## src/rtl/dce_uart_pkg.sv

```systemverilog
// rtl/dce_uart_pkg.sv - shared state enum, frame constants and divisor clamp for dce_uart_rx
package dce_uart_pkg;

    typedef enum logic [2:0] {
        IDLE,
        START,
        DATA,
        PARITY,
        STOP,
        WAIT_IDLE
    } rx_state_t;

    localparam int          DATA_BITS = 8;
    localparam logic [31:0] MIN_DBR   = 32'd4;

    function automatic logic [31:0] clamp_dbr(input logic [31:0] dbr);
        return (dbr < MIN_DBR) ? MIN_DBR : dbr;
    endfunction

endpackage

```

## src/rtl/dce_uart_fifo.sv

```systemverilog
// rtl/dce_uart_fifo.sv - show-ahead synchronous FIFO; push while full is dropped
module dce_uart_fifo #(
    parameter int  DEPTH = 8,
    parameter int  WIDTH = 8,
    localparam int AW    = $clog2(DEPTH),
    localparam int LW    = AW + 1
) (
    input  logic             clock10M,
    input  logic             reset,
    input  logic             push,
    input  logic [WIDTH-1:0] push_data,
    input  logic             pop,
    output logic [WIDTH-1:0] head,
    output logic             full,
    output logic             empty,
    output logic [LW-1:0]    level
);

    logic [WIDTH-1:0] mem [DEPTH];
    logic [AW-1:0]    wr_ptr;
    logic [AW-1:0]    rd_ptr;
    logic             do_push;
    logic             do_pop;

    assign full    = (level == LW'(DEPTH));
    assign empty   = (level == '0);
    assign do_push = push && !full;
    assign do_pop  = pop && !empty;
    assign head    = empty ? '0 : mem[rd_ptr];

    always_ff @(posedge clock10M) begin
        if (do_push) begin
            mem[wr_ptr] <= push_data;
        end
    end

    // Power-of-two depth lets the pointers wrap by plain overflow.
    always_ff @(posedge clock10M) begin
        if (!reset) begin
            wr_ptr <= '0;
            rd_ptr <= '0;
            level  <= '0;
        end else begin
            if (do_push) wr_ptr <= wr_ptr + 1'b1;
            if (do_pop)  rd_ptr <= rd_ptr + 1'b1;
            case ({do_push, do_pop})
                2'b10:   level <= level + 1'b1;
                2'b01:   level <= level - 1'b1;
                default: level <= level;
            endcase
        end
    end

endmodule

```

## src/rtl/dce_uart_rx.sv

```systemverilog
// rtl/dce_uart_rx.sv - DCE-side 8N1 UART receiver with receive FIFO and cts flow control
// Optional even-parity bit enabled by DCE_UART_RX_PARITY_EN.
module dce_uart_rx
    import dce_uart_pkg::*;
#(
    parameter int  FIFO_DEPTH  = 8,
    parameter int  CTS_MARGIN  = 2,
    parameter int  SYNC_STAGES = 2,
    localparam int LW          = $clog2(FIFO_DEPTH) + 1
) (
    input  logic          clock10M,
    input  logic          reset,
    input  logic          txd,
    input  logic [31:0]   dbr,
    output logic          cts,
    output logic [7:0]    rx_data,
    output logic          rx_valid,
    input  logic          rx_ready,
    output logic [LW-1:0] fifo_level,
    output logic          framing_err,
    output logic          overrun_err,
    output logic          parity_err
);

    logic [SYNC_STAGES-1:0] sync;
    logic                   rxd;
    logic                   rxd_prev;
    rx_state_t              state;
    logic [31:0]            cnt;
    logic [31:0]            d_lat;
    logic [2:0]             bit_idx;
    logic [7:0]             shreg;
    logic                   par_bad;
    logic                   push;
    logic                   full;
    logic                   empty;

    assign rxd = sync[SYNC_STAGES-1];

`ifdef DCE_UART_RX_PARITY_EN
    logic par_bit;
    assign par_bad = ((^shreg) != par_bit);
`else
    assign par_bad = 1'b0;
`endif

    // Push combinationally on the good stop sample so the byte shows next cycle.
    assign push     = (state == STOP) && (cnt == '0) && rxd && !par_bad;
    assign rx_valid = !empty;

    dce_uart_fifo #(
        .DEPTH (FIFO_DEPTH),
        .WIDTH (8)
    ) u_fifo (
        .clock10M  (clock10M),
        .reset     (reset),
        .push      (push),
        .push_data (shreg),
        .pop       (rx_ready),
        .head      (rx_data),
        .full      (full),
        .empty     (empty),
        .level     (fifo_level)
    );

    always_ff @(posedge clock10M) begin
        if (!reset) begin
            sync        <= '1;
            rxd_prev    <= 1'b1;
            state       <= IDLE;
            cnt         <= '0;
            d_lat       <= MIN_DBR;
            bit_idx     <= '0;
            shreg       <= '0;
            framing_err <= 1'b0;
            overrun_err <= 1'b0;
            parity_err  <= 1'b0;
`ifdef DCE_UART_RX_PARITY_EN
            par_bit     <= 1'b0;
`endif
        end else begin
            sync        <= {sync[SYNC_STAGES-2:0], txd};
            rxd_prev    <= rxd;
            framing_err <= 1'b0;
            overrun_err <= 1'b0;
            parity_err  <= 1'b0;
            if (cnt != '0) cnt <= cnt - 32'd1;
            case (state)
                IDLE: begin
                    if (rxd_prev && !rxd) begin
                        state <= START;
                        d_lat <= clamp_dbr(dbr);
                        cnt   <= (clamp_dbr(dbr) >> 1) - 32'd1;
                    end
                end
                START: begin
                    if (cnt == '0) begin
                        if (!rxd) begin
                            state   <= DATA;
                            cnt     <= d_lat - 32'd1;
                            bit_idx <= '0;
                        end else begin
                            state <= IDLE;
                        end
                    end
                end
                DATA: begin
                    if (cnt == '0) begin
                        shreg   <= {rxd, shreg[7:1]};
                        cnt     <= d_lat - 32'd1;
                        bit_idx <= bit_idx + 3'd1;
                        if (bit_idx == 3'(DATA_BITS - 1)) begin
`ifdef DCE_UART_RX_PARITY_EN
                            state <= PARITY;
`else
                            state <= STOP;
`endif
                        end
                    end
                end
`ifdef DCE_UART_RX_PARITY_EN
                PARITY: begin
                    if (cnt == '0) begin
                        par_bit <= rxd;
                        cnt     <= d_lat - 32'd1;
                        state   <= STOP;
                    end
                end
`endif
                STOP: begin
                    if (cnt == '0) begin
                        if (!rxd) begin
                            framing_err <= 1'b1;
                            state       <= WAIT_IDLE;
                        end else begin
                            parity_err  <= par_bad;
                            overrun_err <= !par_bad && full;
                            state       <= IDLE;
                        end
                    end
                end
                WAIT_IDLE: begin
                    if (rxd) state <= IDLE;
                end
                default: state <= IDLE;
            endcase
        end
    end

    always_ff @(posedge clock10M) begin
        if (!reset) begin
            cts <= 1'b1;
        end else begin
            cts <= (FIFO_DEPTH - int'(fifo_level)) > CTS_MARGIN;
        end
    end

endmodule

```

## config.mk

```make
export PLATFORM = sky130hd
export DESIGN_NAME = dce_uart_rx
export DESIGN_NICKNAME = d
export VERILOG_FILES = /design/src/rtl/dce_uart_pkg.sv /design/src/rtl/dce_uart_fifo.sv /design/src/rtl/dce_uart_rx.sv
export SDC_FILE = /design/constraint.sdc
export NUM_CORES = 1
export LEC_CHECK = 0
export CAP_MARGIN = 20
export CELL_PAD_IN_SITES_DETAIL_PLACEMENT = 0
export CELL_PAD_IN_SITES_GLOBAL_PLACEMENT = 1
export CORE_ASPECT_RATIO = 0.7
export CORE_MARGIN = 1.5
export CORE_UTILIZATION = 42
export CTS_CLUSTER_SIZE = 40
export DETAILED_ROUTE_END_ITERATION = 16
export PLACE_DENSITY = 0.85
export SETUP_SLACK_MARGIN = 0.02
export SLEW_MARGIN = 20
export SYNTH_ARGS = -nofsm -noshare
export SYNTH_HDL_FRONTEND = slang
export SYNTH_HIERARCHICAL = 1
export SYNTH_SLANG_ARGS = --single-unit
```

## constraint.sdc

```tcl
create_clock -name clock10M -period 4.63 [get_ports clock10M]
set_clock_uncertainty 0.1 [all_clocks]
set_input_delay 1.1575 -clock clock10M [delete_from_list [all_inputs] [get_ports clock10M]]
set_output_delay 1.1575 -clock clock10M [all_outputs]
set_load 0.05 [all_outputs]
```

After elaboration in Yosys (flattened, before gate mapping)
Memories as Yosys holds them, arrays and structs flattened. A register that Yosys moved wholly into a read port is not among the register bits. Index checks and enable logic that the tools add are counted.

Equality and inequality tests: 15. Muxes and demuxes: 27. Reductions and logical operators: 20. $lt $le $gt $ge: 2. Add/sub/neg operators: 9.

Operators with widths (number): $mux 32 (6); $pmux 32 s3 (1); $sub 32x1->32 const B (2); $mux 3 (12); $logic_not 32->1 (1); $lt 32x3->1 const B (1); $reduce_bool 32->1 (1); $sub 31x1->32 const B (1); $pmux 3 s5 (1); $ne 2x2->1 const B (6); $add 3x1->3 const B (3); $eq 3x3->1 const B (3); $mux 8 (1); $pmux 4 s2 (1); $reduce_and 4->1 (2); $pmux 3 s2 (1); $reduce_and 6->1 (1); $gt 5x3->1 const B (1); $logic_and 1x1->1 (5); $sub 4x4->5 const A (1); $add 4x1->4 const B (1); $eq 4x4->1 const B (1); $logic_not 4->1 (1); $reduce_and 2->1 (2); 12 further kinds (17).

Logic and storage cells: 87. Input bits: 36. Bits in writable memories: 64. Output and inout port bits: 17. Register bits after elaboration: 94. Memories: 1.

Memory list: u_fifo.mem (depth 8, width 8, read ports 1, clocked after memory_dff 1, write ports 1, line dce_uart_fifo.sv:19) `logic [WIDTH-1:0] mem [DEPTH];`.

Longest topological paths before layout
Gate-level depths: netlist (run 1).

Depth after elaboration: 6. Gate-level depth with buffers: 16. Gate-level depth less buffers: 14.

Hierarchy
The synthesis (run 1) kept the hierarchy.

By module, submodules not included: dce_uart_rx (sequential area each 1681.6 µm², instances 1, area each 5237.5 µm², cells an instance 689); dce_uart_fifo (sequential area each 2182.1 µm², instances 1, area each 3103.0 µm², cells an instance 175).

Least setup slack after synthesis (run 1)
Ideal clock, no wire load.

Kind: input-to-reg. Start point: input port dbr[12]. End point: register cnt[20]. Cell stages on the path: 15. Path slack: -0.111 ns. Data required time: 4.415 ns. Setup time: 0.115 ns. Buffers on the path: 1. Arrival: 4.526 ns. Path through: or4_1 -> nor4_1 -> and3_1 -> clkbuf_1 -> nand2_1 -> and2_1 -> inv_1 -> ha_1 -> nand2b_1 -> nor3_1 -> nand2_1 -> or3_1 -> xor2_1 -> o22ai_1 -> o21a_1.

Word-level cells in the longest chain between the ends: 5.

Ends and longest elaborated chain: start: declaration (line dce_uart_rx.sv:14) `input logic [31:0] dbr,`; $lt 32x3->1 (line dce_uart_pkg.sv:17) `return (dbr < MIN_DBR) ? MIN_DBR : dbr;`; $mux 32 * (line dce_uart_pkg.sv:17); $sub 31x1->32 * (line dce_uart_rx.sv:93) `cnt <= (clamp_dbr(dbr) >> 1) - 32'd1;`; $mux 32 * (line dce_uart_rx.sv:90) `if (rxd_prev && !rxd) begin`; $pmux 32 s3 * (line dce_uart_rx.sv:88) `case (state)`; end signal: assignment (line dce_uart_rx.sv:87) `if (cnt != '0) cnt <= cnt - 32'd1;`; end signal: assignment (line dce_uart_rx.sv:93); end signal: assignment (line dce_uart_rx.sv:100) `cnt <= d_lat - 32'd1;`; end: declaration (line dce_uart_rx.sv:29) `logic [31:0] cnt;`.

Every way passes the cells marked *; elsewhere a longest branch is shown, timed or not. A chain may end at the register's enable or synchronous reset.

Worst setup path after layout (run 1)
Start point: input port dbr[7]. End point: register cnt[22].

The elaborated chain is that of the path after synthesis.

==> results_dict.tcl, run 1 <==
set metrics [dict create \
    grt_pass1_wl_um 33500 \
    die_y_um 121 \
    grt_use_total 0.211 \
    cts-root-buf "clkbuf_16" \
    synthTopCellsByCount "nand2_1 (135), dfxtp_1 (97), nor2_1 (75)" \
    rr_worst_depth 7 \
    cts_tree "built" \
    regArea_um2 3860 \
    clk_path_buf_depth 2 \
    min_to "sync[1]" \
    wl_per_cell_um 16.9 \
    maxSlewHeadroom 0.241 \
    setup_viol 0 \
    synth.top_cells.by_area "dfxtp_1 (23%), edfxtp_1 (23%), nand2_1 (6.1%), xnor2_1 (5.3%), mux4_2 (4.3%)" \
    crit_chain "clkdlybuf4s50_1 -> or4_1 -> or2_2 -> nor3_1 -> nand2_1 -> and2_1 -> inv_1 -> ha_1 -> nand2b_1 -> nor3_1 -> buf_4 -> nand3_1 -> buf_4 -> nor2_1 -> xnor2_1 -> o22ai_1 -> o21bai_1" \
    slowest_stage "or4_1" \
    slew_viol_final 0 \
    yosysSeqAreaShare 0.463 \
    ant_nets 0 \
    cp.required_ns 4.84 \
    fmax_mhz 238 \
    clock_latency_ns 0.44 \
    ir_worst_vdd_v 0.000271 \
    rsz0062_at_grt "false" \
    multi_input_area_um2 4240 \
    arrival_ns 4.41 \
    synth_edf_count 64 \
    synth_most_common_cell "nand2_1" \
    postSynth.asyncResetShare 0 \
    min_from "sync[0]" \
    overflow 0 \
    routed_wirelength_um 20600 \
    criticalPathCategory "in2reg" \
    slowest_delay_ns 0.57 \
    drt_iter0_drc 597 \
    die_w_um 171 \
    firstDrtPassIters 5 \
    cp_top_family "simple AND/OR/NAND/NOR gates" \
    yosys.area.top_type_share 0.233 \
    finish.instance_area_um2 9920 \
    r2r_start "cnt[27]" \
    finalSetupTns_ns 0 \
    syn_inst 864 \
    cts_resized 0 \
    start_util 0.435 \
    synth_cell_types 63 \
    leakagePower_nw 3.37 \
    rrSetupSlack_ns 0.87 \
    cts.clk_slew.worst_paths_ns 0.07 \
    grt_max_degree 56 \
    min-delay-path-class "reg2reg" \
    rows 42 \
    timing.hold.ws_ns 0.316 \
    boundaryPins 53 \
    area_growth_pct 19.0 \
    finalHoldViolations 0 \
    numClockSinks 161 \
    r2r_end "cnt[27]" \
    synthesis.nets 912 \
    drive_gt1_frac 0.114 \
    cts_setup_buffers 0 \
    ys_ff_latch 161 \
    routed_via_density 5.43 \
    finalNetCount 989 \
    place_hpwl_um 14100 \
    finalCritPeriodShare 0.906 \
    fin_crit_ns 4.20 \
    antenna_found_initial 0 \
    vias 6613 \
    netlist_area_um2 8340 \
    timing.max_cap.violations 0 \
    status "completed" \
    core_um2 19200 \
    dieArea_um2 20700 \
    endpoint_kind "register" \
    worstMarginPinSlew_ns 1.14 \
    power_w 0.00435 \
    gp_congestion 0.876 \
    drc 0 \
    diodes 0 \
    syn_area_per_cell_um2 9.65 \
    placed_cell_area_um2 9350 \
    yosys_warnings 6 \
    cts_made_buffers 17 \
    power_density_nw_per_um2 439 \
    nFillCells 1722 \
    ys.flop_type "dfxtp_1" \
    worstSetupStartpointType "primary input" \
    synth_top_area_cell "dfxtp_1" \
    cp_num_buf_inv 4 \
    holdPathStages 1 \
    path_max_fanout 6 \
    hold_buffers 0 \
    io_buffers 51 \
    cts_max_level 4 \
    grt_pass1_vias 6272 \
]
## layout by cell type (no fill, tap or decap), drive strengths merged, types with 12 or more instances in the layout
cell type	instances
nand2	136
dfxtp	97
nor2	75
edfxtp	64
xnor2	50
clkdlybuf4s50	50
buf	50
a21boi	45
xor2	34
nor3	31
nand3	22
nor4	22
o21ai	21
a21oi	20
clkbuf	18
o22ai	17
or3	16
mux4	16
inv	14
nand2b	12
mux2i	12
ha	12
## metrics by stage
step	utilization	setup WS, ns	instances
floorplan	-	0.111	864
finish	0.517	0.434	1218
CTS	0.517	0.464	1218
global placement	0.488	0.0644	1186
detailed placement	0.488	0.0320	1186
global route	0.517	0.212	1218
## flip-flops by register name (all words and copies together), names as in the netlist, named ones only
signal and flops:
u_fifo/mem 64, u_fifo/level 4, shreg 8, state 3
u_fifo/rd_ptr 3, rxd_prev 1, cts 1, u_fifo/wr_ptr 3
overrun_err 1, bit_idx 3, framing_err 1, sync 2
cnt 32, d_lat 32
## where the power goes
group	switching, W	internal [W]	total (W)	leakage [nW]
clock	0.000586	0.000790	0.00138	0.269
sequential	0.000152	0.00160	0.00175	1.38
combinational	0.000706	0.000523	0.00123	1.72
total	0.00144	0.00291	0.00435	3.37
## worst max-delay path by stage
stage	start	end	slack [ns]	cells past startpoint
after floorplan	dbr[12]	cnt[20]	0.11	15
after global placement	dbr[7]	cnt[20]	0.06	16
after detailed placement	dbr[7]	cnt[20]	0.03	16
after CTS	dbr[7]	cnt[20]	0.46	16
after global routing	dbr[6]	cnt[24]	0.21	16
final	dbr[7]	cnt[22]	0.43	17
## metal layers
metal | vias to the layer above | track usage | share of wire
li1 | 3243 | - | -
met1 | 3190 | 0.329 | 0.54
met4 | 0 | 0.0641 | 0.012
met2 | 159 | 0.290 | 0.40
met5 | - | 0 | 0
met3 | 21 | 0.0411 | 0.052
## cell families after synthesis
family	Yosys count	synth area share
other	1	0.000450
multiplexers	28	0.0576
XOR/XNOR	84	0.0882
buffers and inverters	54	0.0300
AO/OA/AOI/OAI	150	0.123
AND/OR/NAND/NOR	374	0.219
flip-flops	161	0.463
adder cells (fa/ha/maj)	12	0.0180
## layout make-up
cell class | count | share of cell area
Inverter | 12 | 0.00454
Multi-Input combinational cell | 649 | 0.427
Sequential cell | 161 | 0.389
Clock inverter | 14 | 0.0141
Tap cell | 264 | 0.0333
Timing Repair Buffer | 100 | 0.0880
Clock buffer | 18 | 0.0432
Power figures use the tool's default switching activity.
==> run 2, diff against run 1 <==
--- a/config.mk
+++ b/config.mk
@@ -13,6 +13,7 @@
 export CORE_UTILIZATION = 42
 export CTS_CLUSTER_SIZE = 40
 export DETAILED_ROUTE_END_ITERATION = 16
+export GPL_ROUTABILITY_DRIVEN = 0
 export PLACE_DENSITY = 0.85
 export SETUP_SLACK_MARGIN = 0.02
 export SLEW_MARGIN = 20
==> results of run 2 <==
No change in the layout: final DEF, timing and power equal those of run 1.
